### src/rtl/spi_bridge.sv
`default_nettype none
// +----------------------------------------------------------------------------+
// | Module   : spi_bridge                                                      |
// | Purpose  : SPI mode-0 slave (MSB first) acting as initiator for the PWM    |
// |            register file. Frame = command byte then one data byte.         |
// |            Command bit7 = write, bits5:0 = address. Reads return the       |
// |            register data on miso during the data byte.                     |
// | Ports    : clk, rst_n            system clock / async active-low reset     |
// |            sclk_i, cs_n_i, mosi_i SPI pins, asynchronous to clk            |
// |            miso_o                SPI data out, 0 when deselected           |
// |            read_o, write_o       one-clk strobes to the register file      |
// |            addr_o[5:0]           register address                          |
// |            data_read_i[7:0]      read data, valid while read_o=1           |
// |            data_write_o[7:0]     write data, stable while write_o=1        |
// |            busy_o                frame in progress                         |
// | Macro    : SPI_AUTOINC_EN - burst mode, address auto-increments per byte  |
// | Revision : 1.0 - initial release                                           |
// +----------------------------------------------------------------------------+
module spi_bridge #(
  parameter int SYNC_STAGES = 2
) (
  input  logic       clk,
  input  logic       rst_n,
  input  logic       sclk_i,
  input  logic       cs_n_i,
  input  logic       mosi_i,
  output logic       miso_o,
  output logic       read_o,
  output logic       write_o,
  output logic [5:0] addr_o,
  input  logic [7:0] data_read_i,
  output logic [7:0] data_write_o,
  output logic       busy_o
);

  localparam logic [1:0] c_IDLE = 2'd0;
  localparam logic [1:0] c_CMD  = 2'd1;
  localparam logic [1:0] c_DATA = 2'd2;
  localparam logic [1:0] c_DONE = 2'd3;

  logic [SYNC_STAGES-1:0] sclk_sync_q;
  logic [SYNC_STAGES-1:0] cs_sync_q;
  logic [SYNC_STAGES-1:0] mosi_sync_q;
  logic                   sclk_prev_q;
  logic                   cs_prev_q;

  logic [1:0] state_q, state_d;
  logic [2:0] bit_cnt_q;
  logic [7:0] rx_shift_q;
  logic [7:0] tx_shift_q;
  logic       miso_q;
  logic       read_q;
  logic       write_q;
  logic       is_write_q;
  logic [5:0] addr_q;
  logic [7:0] data_write_q;

  logic       sclk_s, cs_s, mosi_s;
  logic       sclk_rise, sclk_fall, cs_rise, cs_fall;
  logic       byte_done;
  logic [7:0] rx_next;

  assign sclk_s    = sclk_sync_q[SYNC_STAGES-1];
  assign cs_s      = cs_sync_q[SYNC_STAGES-1];
  assign mosi_s    = mosi_sync_q[SYNC_STAGES-1];
  assign sclk_rise = sclk_s & ~sclk_prev_q;
  assign sclk_fall = ~sclk_s & sclk_prev_q;
  assign cs_rise   = cs_s & ~cs_prev_q;
  assign cs_fall   = ~cs_s & cs_prev_q;
  assign rx_next   = {rx_shift_q[6:0], mosi_s};
  assign byte_done = sclk_rise && (bit_cnt_q == 3'd7);

  // cs_n chain resets low so that a cs_n already low at reset release is not
  // mistaken for a falling edge; only a genuine high-to-low starts a frame.
  always_ff @(posedge clk or negedge rst_n) begin
    if (!rst_n) begin
      sclk_sync_q <= '0;
      cs_sync_q   <= '0;
      mosi_sync_q <= '0;
      sclk_prev_q <= 1'b0;
      cs_prev_q   <= 1'b0;
    end else begin
      sclk_sync_q <= {sclk_sync_q[SYNC_STAGES-2:0], sclk_i};
      cs_sync_q   <= {cs_sync_q[SYNC_STAGES-2:0], cs_n_i};
      mosi_sync_q <= {mosi_sync_q[SYNC_STAGES-2:0], mosi_i};
      sclk_prev_q <= sclk_s;
      cs_prev_q   <= cs_s;
    end
  end

  // State register
  always_ff @(posedge clk or negedge rst_n) begin
    if (!rst_n) state_q <= c_IDLE;
    else        state_q <= state_d;
  end

  // Next-state logic
  always_comb begin
    state_d = state_q;
    if (cs_rise) begin
      state_d = c_IDLE;
    end else begin
      case (state_q)
        c_IDLE: if (cs_fall) state_d = c_CMD;
        c_CMD:  if (byte_done) state_d = c_DATA;
`ifdef SPI_AUTOINC_EN
        c_DATA: state_d = c_DATA;
`else
        c_DATA: if (byte_done) state_d = c_DONE;
`endif
        default: state_d = state_q;
      endcase
    end
  end

  // Datapath: shifting, address/data latching and strobe generation
  always_ff @(posedge clk or negedge rst_n) begin
    if (!rst_n) begin
      bit_cnt_q    <= 3'd0;
      rx_shift_q   <= 8'd0;
      tx_shift_q   <= 8'd0;
      miso_q       <= 1'b0;
      read_q       <= 1'b0;
      write_q      <= 1'b0;
      is_write_q   <= 1'b0;
      addr_q       <= 6'd0;
      data_write_q <= 8'd0;
    end else begin
      read_q  <= 1'b0;
      write_q <= 1'b0;
      if (state_q != c_DATA) miso_q <= 1'b0;
      if (!cs_rise) begin
        case (state_q)
          c_IDLE: begin
            if (cs_fall) begin
              bit_cnt_q  <= 3'd0;
              rx_shift_q <= 8'd0;
            end
          end
          c_CMD: begin
            if (sclk_rise) begin
              rx_shift_q <= rx_next;
              bit_cnt_q  <= bit_cnt_q + 3'd1;
              if (bit_cnt_q == 3'd7) begin
                addr_q     <= rx_next[5:0];
                is_write_q <= rx_next[7];
                tx_shift_q <= 8'd0;
                read_q     <= ~rx_next[7];
              end
            end
          end
          c_DATA: begin
            if (sclk_fall) begin
              miso_q     <= tx_shift_q[7];
              tx_shift_q <= {tx_shift_q[6:0], 1'b0};
            end
            if (sclk_rise) begin
              rx_shift_q <= rx_next;
              bit_cnt_q  <= bit_cnt_q + 3'd1;
              if (bit_cnt_q == 3'd7) begin
                if (is_write_q) begin
                  data_write_q <= rx_next;
                  write_q      <= 1'b1;
                end
`ifdef SPI_AUTOINC_EN
                else begin
                  // Pre-fetch the next register for the following byte.
                  addr_q <= addr_q + 6'd1;
                  read_q <= 1'b1;
                end
`endif
              end
            end
          end
          default: ;
        endcase
      end
`ifdef SPI_AUTOINC_EN
      // Writes advance the address once their strobe has been seen.
      if (write_q) addr_q <= addr_q + 6'd1;
`endif
      // Register-file data is captured in the strobe cycle; sclk is slow
      // enough that no sclk fall can coincide with this cycle.
      if (read_q) tx_shift_q <= data_read_i;
    end
  end

  // Output logic
  always_comb begin
    busy_o       = (state_q != c_IDLE);
    miso_o       = miso_q & (state_q == c_DATA) & ~cs_s;
    read_o       = read_q;
    write_o      = write_q;
    addr_o       = addr_q;
    data_write_o = data_write_q;
  end

endmodule
`default_nettype wire

### config.mk
export PLATFORM = sky130hd
export DESIGN_NAME = spi_bridge
export DESIGN_NICKNAME = d
export VERILOG_FILES = /design/src/rtl/spi_bridge.sv
export SDC_FILE = /design/constraint.sdc
export NUM_CORES = 1
export LEC_CHECK = 0
export CAP_MARGIN = 20
export CORE_AREA = 2 2 65 67
export DETAILED_ROUTE_END_ITERATION = 6
export DIE_AREA = 0 0 67 69
export PLACE_DENSITY = 0.75
export SYNTH_ARGS = -nofsm -noshare
export SYNTH_HDL_FRONTEND = slang
export SYNTH_SLANG_ARGS = --single-unit
### constraint.sdc
create_clock -name clk -period 2.15 [get_ports clk]
set_input_delay 0.215 -clock clk [delete_from_list [all_inputs] [get_ports clk]]
set_output_delay 0.215 -clock clk [all_outputs]
set_load 0.05 [all_outputs]
### Word-level counts from Yosys, hierarchy flattened

Index checks and enable logic that the tools add are counted.

| operators by class | value |
|---|---|
| reduce and logical (&&, ||, !) cells | 12 |
| equal/unequal tests | 13 |
| bitwise logic cells | 12 |
| muxes and demuxes | 30 |
| $add $sub $neg | 1 |

Operator list:

| kind | number |
|---|---|
| $mux 8 | 5 |
| $ne 3x3->1 const B | 6 |
| $pmux 8 s2 | 1 |
| $mux 7 | 2 |
| $pmux 7 s2 | 1 |
| $mux 1 | 13 |
| $reduce_and 4->1 | 3 |
| $reduce_and 5->1 | 2 |
| $mux 2 | 4 |
| $and 1x1->1 | 6 |
| $mux 3 | 2 |
| $ne 2x2->1 const B | 3 |
| $not 1->1 | 6 |
| $pmux 2 s3 | 1 |
| $pmux 3 s2 | 1 |
| $reduce_bool 2->1 | 2 |
| $reduce_bool 4->1 | 1 |
| $add 3x1->3 const B | 1 |
| $eq 3x3->1 const B | 1 |
| $reduce_bool 3->1 | 1 |
| $eq 2x1->1 const B | 1 |
| $eq 2x2->1 const B | 1 |
| $logic_not 2->1 | 1 |
| $ne 2x1->1 const B | 1 |
| 2 further kinds | 2 |

| storage, ports and cells | value |
|---|---|
| register bits | 46 |
| output and inout port bits | 18 |
| bits of input ports | 13 |

### Depth between registers and ports, before layout

Gate-level depths: netlist of run 1.

| depth | value |
|---|---|
| depth after elaboration | 6 |
| mapped depth | 6 |
| mapped depth without buffers | 5 |

### Least setup slack after synthesis of run 1

Ideal clock, no wire load.

| path | value |
|---|---|
| kind | flip-flop to flip-flop |
| start point | register bit_cnt_q[0] |
| end point | register state_q[0] |
| arrival time | 1623 ps |
| slack | 402 ps |
| data required time | 2025 ps |
| stages on the path, launching flop included | 6 |
| path through | dfrtp_1 -> ha_1 -> ha_1 -> and3b_2 -> o311ai_2 -> mux2_2 |

| on the way | value |
|---|---|
| longest elaborated chain between the ends | 4 |
| elaborated cells between the ends (all ways) | 5 |
| classes of those cells | 3 x eq/ne; 2 x reduce/logical |

Ends and longest elaborated chain:

| item | RTL line | text |
|---|---|---|
| from (decl) | 48 | `logic [2:0] bit_cnt_q;` |
| from (signal assigned) | 143 | `bit_cnt_q <= bit_cnt_q + 3'd1;` |
| from (signal assigned) | 159 | `bit_cnt_q <= bit_cnt_q + 3'd1;` |
| $eq 3x3->1 * | 71 | `assign byte_done = sclk_rise && (bit_cnt_q == 3'd7);` |
| $logic_and 1x1->1 * | 71 |  |
| $ne 3x3->1 (no source line) | -- |  |
| $reduce_and 4->1 (no source line) * | -- |  |
| to (signal assigned) | 93 | `if (!rst_n) state_q <= c_IDLE;` |
| to (signal assigned) | 94 | `else state_q <= state_d;` |
| to (decl) | 47 | `logic [1:0] state_q, state_d;` |

Mark *: on every way between the ends. The rest lies on a longest branch, timed or not.
A chain may end at the register's enable or synchronous reset.

### Final worst setup path of run 1

| path | value |
|---|---|
| start point | register bit_cnt_q[0] |
| end point | register data_write_q[4] (netlist: data_write_o[4]) |

| on the way | value |
|---|---|
| longest elaborated chain between the ends | 2 |

Ends and longest elaborated chain:

| item | RTL line | text |
|---|---|---|
| $eq 3x3->1 | 160 | `if (bit_cnt_q == 3'd7) begin` |
| $reduce_and 5->1 (no source line) | -- |  |
| to (signal assigned) | 162 | `data_write_q <= rx_next;` |
| to (decl) | 56 | `logic [7:0] data_write_q;` |

No other way between the ends.

==> flow_summary.json, run 1 <==
{
  "status": "finished with violations",
  "violations": "hold timing",
  "cts_hold_buf": 0,
  "gp_congestion": 0.748,
  "p_leak_nw": 1.13,
  "r2r_cells": 5,
  "slew_headroom_pct": 48.1,
  "syn_nets": 163,
  "ir_drop_uv": 465,
  "ys_seq_area_share_pct": 58.8,
  "drtIter0Drc": 39,
  "reg2reg_from": "bit_cnt_q[0]$_DFFE_PN0P_",
  "grt_pass1_wl_mm": 6.09,
  "post-cts-setup-buffers": 0,
  "final_max_slew_viol_count": 0,
  "nNetsFinal": 197,
  "worstHoldPathType": "input port to asynchronous set/reset pin",
  "antennaDiodeCount": 0,
  "die_w_um": 67,
  "cts_buffers": 5,
  "critical_path_buf_inv_count": 0,
  "criticalPathCategory": "register to register",
  "wl_per_cell_um": 15.4,
  "fin_area_um2": 2390,
  "hpwlAfterDp_mm": 2.45,
  "cpLargestDelayFamily": "simple AND/OR/NAND/NOR gates",
  "place_area_um2": 2300,
  "io_pins": 31,
  "syn_area_um2": 1960,
  "cpPeakStageDelay_ps": 500,
  "cts.clk_slew.worst_paths_ps": 90,
  "tns_ps": 0,
  "place_ws_ps": 238,
  "synth_cell_types": 37,
  "cpMostUsedCell": "ha_1",
  "hold_viol_final": 35,
  "start_util_pct": 50.0,
  "drive_above_1_share_pct": 23.2,
  "cts_root_buffer": "clkbuf_8",
  "timing.final.crit_share_pct": 89.8,
  "die_area_um2": 4620,
  "reg2reg_setup_slack_ps": 220,
  "finalSetupViolCount": 0,
  "hold_slack_ps": -12.8,
  "worst_pin_slew_ps": 779,
  "drcViolationCount": 0,
  "r2r-end": "data_write_o[4]$_DFFE_PN0P_",
  "route.vias.total": 1215,
  "worstPathArrival_ps": 2120,
  "first_pass_iters": 5,
  "wl_mm": 3.50,
  "grt_pass1_vias": 1258,
  "cts.htree.levels": 2,
  "yosysWarnings": 0,
  "ant_nets": 0,
  "path_cells": "ha_1 -> ha_1 -> and3b_2 -> and4b_1 -> mux2_2",
  "die_h_um": 69,
  "power_density_nw_per_um2": 945,
  "cts.path.max_buffers": 2,
  "placed_cells": 219,
  "syn_inst": 142,
  "row_count": 23,
  "ys_ff_latch": 46,
  "worstPathRequired_ps": 2330,
  "post_cts_resized": 0,
  "cts_sinks": 46,
  "stdcell_count": 227,
  "postSynthAreaPerCell_um2": 13.8,
  "cp_slowest_cell": "and4b_1",
  "grt_use_total_pct": 17.5,
  "grt_max_degree": 37,
  "clock_latency_ps": 300,
  "period_minus_slack_ps": 1930,
  "core-area_um2": 3910,
  "vias_per_cell": 5.35,
  "rsz0062_at_grt": "no",
  "cp-start-kind": "register",
  "overflow": 0,
  "cts_tree": "done",
  "area_growth_syn_to_layout_pct": 21.9,
  "worst-path-max-fanout": 9,
  "antenna_found_initial": 0,
  "cap_violations": 0,
  "end_kind": "register",
  "io_buffers": 30,
  "fin_skew_ps": 6.89,
  "max_freq_mhz": 518,
  "worst_slack_ps": 219
}
flip-flops by register name, indices dropped and copies added (netlist names), 3 cells and up:
name          cells
bit_cnt_q         3
addr_o            6
data_write_o      8
tx_shift_q        8
rx_shift_q        7
logic make-up after synthesis:
| group | Yosys count | synth area share [%] |
|---|---|---|
| flip-flops | 46 | 58.8 |
| AND/OR/NAND/NOR | 38 | 12.3 |
| AO/OA/AOI/OAI | 20 | 9.97 |
| multiplexers | 19 | 11.0 |
| buffers and inverters | 11 | 2.75 |
| adder cells (fa/ha/maj) | 8 | 5.12 |
area by class of cell:
class | instances | area, um^2
clock inverters | 3 | 18.8
multi-input cells | 85 | 752
flip-flops and latches | 46 | 1150
repair buffers | 32 | 310
clock buffers | 5 | 68.8
well taps | 50 | 62.6
inverters | 6 | 22.5
fillers | 321 | 1530
power breakdown:
part	switching, mW	leakage [nW]	internal (mW)	total (mW)
clock network	0.294	0.0483	0.229	0.523
registers	0.0835	0.601	1.00	1.09
logic	0.350	0.477	0.295	0.645
worst reg2reg max path: stages (launching register included):
cell and delay, ps:
dfrtp_1 390, ha_1 160, ha_1 160, and3b_2 210
and4b_1 500, mux2_2 410
Yosys cell counts, drive strengths merged:
cell     count  area (um^2)
nor3         1         5.00
nand2b       9         63.8
nor3b        1         7.51
mux2        17          195
nor2         5         21.3
ha           8          100
nor2b        2         12.5
or3          1         6.26
and4b        1         10.0
dfrtp       46         1150
o2bb2ai      1         15.0
a2111o       1         11.3
and3         1         6.26
o221ai       6         52.6
and3b        2         18.8
clkbuf       1         3.75
inv          6         22.5
or2          1         6.26
o311ai       2         25.0
a22o         9         86.3
nor4b        1         23.8
mux2i        2         20.0
buf          4         27.5
nand4b       2         17.5
nand3        1         5.00
o21ai        1         5.00
nand2       10         37.5
cell usage in the layout, fill, tap and decap left out, types with 2 or more instances in the layout:
cell              n
nor2b_1           2
clkdlybuf4s50_1  27
inv_1             6
a22o_2            6
nand2b_1          8
nand2_1          10
buf_4             3
nand4b_1          2
nor2_1            4
dfrtp_1          46
ha_1              8
a22o_1            3
clkinv_2          2
mux2i_1           2
clkbuf_8          5
o221ai_1          6
mux2_2           15
worst max-delay path by stage:
stage	cells after the start	endpoint	start
floorplan	5	state_q[0]$_DFFE_PN0P_	bit_cnt_q[0]$_DFFE_PN0P_
global placement	5	data_write_o[5]$_DFFE_PN0P_	bit_cnt_q[0]$_DFFE_PN0P_
detailed placement	3	data_write_o[4]$_DFFE_PN0P_	cs_sync_q[1]$_DFF_PN0_
CTS	4	busy_o	state_q[0]$_DFFE_PN0P_
global route	5	tx_shift_q[6]$_DFFE_PN0P_	cs_prev_q$_DFF_PN0_
finish	5	data_write_o[4]$_DFFE_PN0P_	bit_cnt_q[0]$_DFFE_PN0P_
layer usage:
layer	up-vias	part of all wire [%]	routed length, um	global-route usage, %
met5	-	0	0	0
met1	597	43	1520	22.1
met2	36	49	1730	28.4
met4	0	1.4	50	5.44
met3	7	5.8	202	5.22
li1	575	-	-	-
metrics by stage:
stage          total power, mW  util [%]  hold WS [ps]
6_report                  2.26      61.0         -12.8
2_1_floorplan             1.60         -         -80.6
3_5_place_dp              1.76      58.7           336
5_1_grt                   2.42      61.0          40.8
4_1_cts                   2.28      60.9          2.74
3_3_place_gp              1.71      58.7           329
No activity file was read; power rests on OpenSTA's default activity.
==> run 2: changes to the inputs <==
==> constraint.sdc (replaced) <==
create_clock -name clk -period 2.15 [get_ports clk]
set_input_delay 0.645 -clock clk [delete_from_list [all_inputs] [get_ports clk]]
set_output_delay 0.645 -clock clk [all_outputs]
set_load 0.05 [all_outputs]
==> flow_summary.json, run 2 (synthesis gave the netlist of run 1 again) <==
{
  "status": "completed",
  "io_buffers": 30,
  "cpLargestDelayFamily": "buffers and inverters",
  "grt_max_degree": 20,
  "cap_violations": 0,
  "route.vias.total": 1240,
  "final_max_slew_viol_count": 0,
  "drtIter0Drc": 22,
  "cts_sinks": 46,
  "post-cts-setup-buffers": 0,
  "wl_mm": 3.55,
  "overflow": 0,
  "cts.clk_slew.worst_paths_ps": 80,
  "worstPathRequired_ps": 1500,
  "worst_pin_slew_ps": 577,
  "fin_skew_ps": 5.37,
  "max_freq_mhz": 475,
  "utilization_pct": 61.9,
  "period_minus_slack_ps": 2100,
  "cts_buffers": 5,
  "core-area_um2": 3910,
  "cts_hold_buf": 0,
  "reg2reg_setup_slack_ps": 220,
  "stdcell_count": 228,
  "die_area_um2": 4620,
  "clkPwrFrac_pct": 22.0,
  "r2r_cells": 5,
  "drive_above_1_share_pct": 27.0,
  "rsz0062_at_grt": "no",
  "finalSetupViolCount": 0,
  "p_int_mw": 1.56,
  "power_frac_comb_pct": 30.5,
  "first_pass_iters": 4,
  "p_leak_nw": 1.20,
  "antenna_found_initial": 0,
  "routed-wl-met3_um": 226,
  "hold_viol_final": 0,
  "cp_slowest_cell": "clkdlybuf4s50_1",
  "drt-met1-wl_mm": 1.51,
  "cp-start-kind": "register",
  "ir_drop_uv": 475,
  "dr_wl_met2_mm": 1.76,
  "start_util_pct": 50.0,
  "wl_per_cell_um": 15.6,
  "highest_layer": "met4",
  "placed_cells": 220,
  "tns_ps": 0,
  "drcViolationCount": 0,
  "nNetsFinal": 198,
  "worst-path-max-fanout": 2,
  "die_h_um": 69,
  "r2r-end": "rx_shift_q[0]$_DFFE_PN0P_",
  "hpwlAfterDp_mm": 2.53,
  "timing.final.crit_share_pct": 97.9,
  "worstPathArrival_ps": 1460,
  "place_ws_ps": 278,
  "slew_headroom_pct": 61.4,
  "reg2reg_from": "state_q[0]$_DFFE_PN0P_",
  "ant_nets": 0,
  "cts.htree.levels": 2,
  "clock_latency_ps": 290,
  "antennaDiodeCount": 0,
  "p_sw_uw": 726,
  "grt_pass1_wl_mm": 6.14,
  "vias_per_cell": 5.44,
  "grt_use_total_pct": 17.9,
  "gp_congestion": 0.767,
  "io_pins": 31,
  "criticalPathCategory": "register to output pin",
  "switching_share_pct": 31.8,
  "cts_root_buffer": "clkbuf_8",
  "critical_path_buf_inv_count": 1,
  "final_common_cell": "dfrtp_1",
  "fin_area_um2": 2420,
  "total_power_mw": 2.29,
  "place_area_um2": 2330,
  "area_growth_syn_to_layout_pct": 23.7,
  "power_density_nw_per_um2": 944,
  "cpPeakStageDelay_ps": 810,
  "cts_tree": "done",
  "end_kind": "output pin",
  "row_count": 23,
  "seqPwrFrac_pct": 47.5,
  "hold_slack_ps": 274,
  "grt_pass1_vias": 1276,
  "cts.path.max_buffers": 2,
  "worst_slack_ps": 46.1,
  "path_cells": "clkdlybuf4s50_1",
  "worstHoldPathType": "input port to asynchronous set/reset pin",
  "final_cell_mix": "46 x dfrtp_1, 18 x clkdlybuf4s50_1, 15 x mux2_2",
  "fillers": 320,
  "die_w_um": 67
}
==> run 2: layout make-up <==
type                       count  area (um^2)  area share, %
clock inverter                 2         13.8          0.568
inverter                       6         22.5          0.930
multi-input combinational     85          754           31.2
tap                           50         62.6           2.58
timing repair buffer          33          344           14.2
clock buffer                   6         72.6           3.00
sequential                    46         1150           47.5
==> run 2: timing repair <==
item                       CTS  global route
pin swaps                    0             0
setup endpoints to repair    1             4
resized for setup            1             4
==> run 2: power by group through the flow <==
stage	clock network (mW)	registers (mW)	logic, mW
floorplan	0	1.08	0.527
global placement	0	1.09	0.659
detailed placement	0	1.10	0.687
CTS	0.525	1.08	0.699
global route	0.561	1.11	0.762
finish	0.503	1.09	0.698
==> run 2: metal layers <==
| metal | vias to the layer above | global-route usage, % |
|---|---|---|
| li1 | 579 | - |
| met2 | 40 | 27.8 |
| met1 | 615 | 23.2 |
| met4 | 0 | 7.26 |
| met5 | - | 0 |
| met3 | 6 | 5.55 |
==> run 2: how the worst max path moves through the flow <==
stage	from	end	slack, ps	depth (start not counted)
6_report	addr_o[1]$_DFFE_PN0P_	addr_o[1]	50	1
2_1_floorplan	state_q[0]$_DFFE_PN0P_	miso_o	380	3
3_3_place_gp	state_q[0]$_DFFE_PN0P_	bit_cnt_q[0]$_DFFE_PN0P_	320	5
3_5_place_dp	bit_cnt_q[0]$_DFFE_PN0P_	data_write_o[5]$_DFFE_PN0P_	280	5
4_1_cts	data_write_o[5]$_DFFE_PN0P_	data_write_o[5]	8	1
5_1_grt	addr_o[2]$_DFFE_PN0P_	addr_o[2]	0.5	1
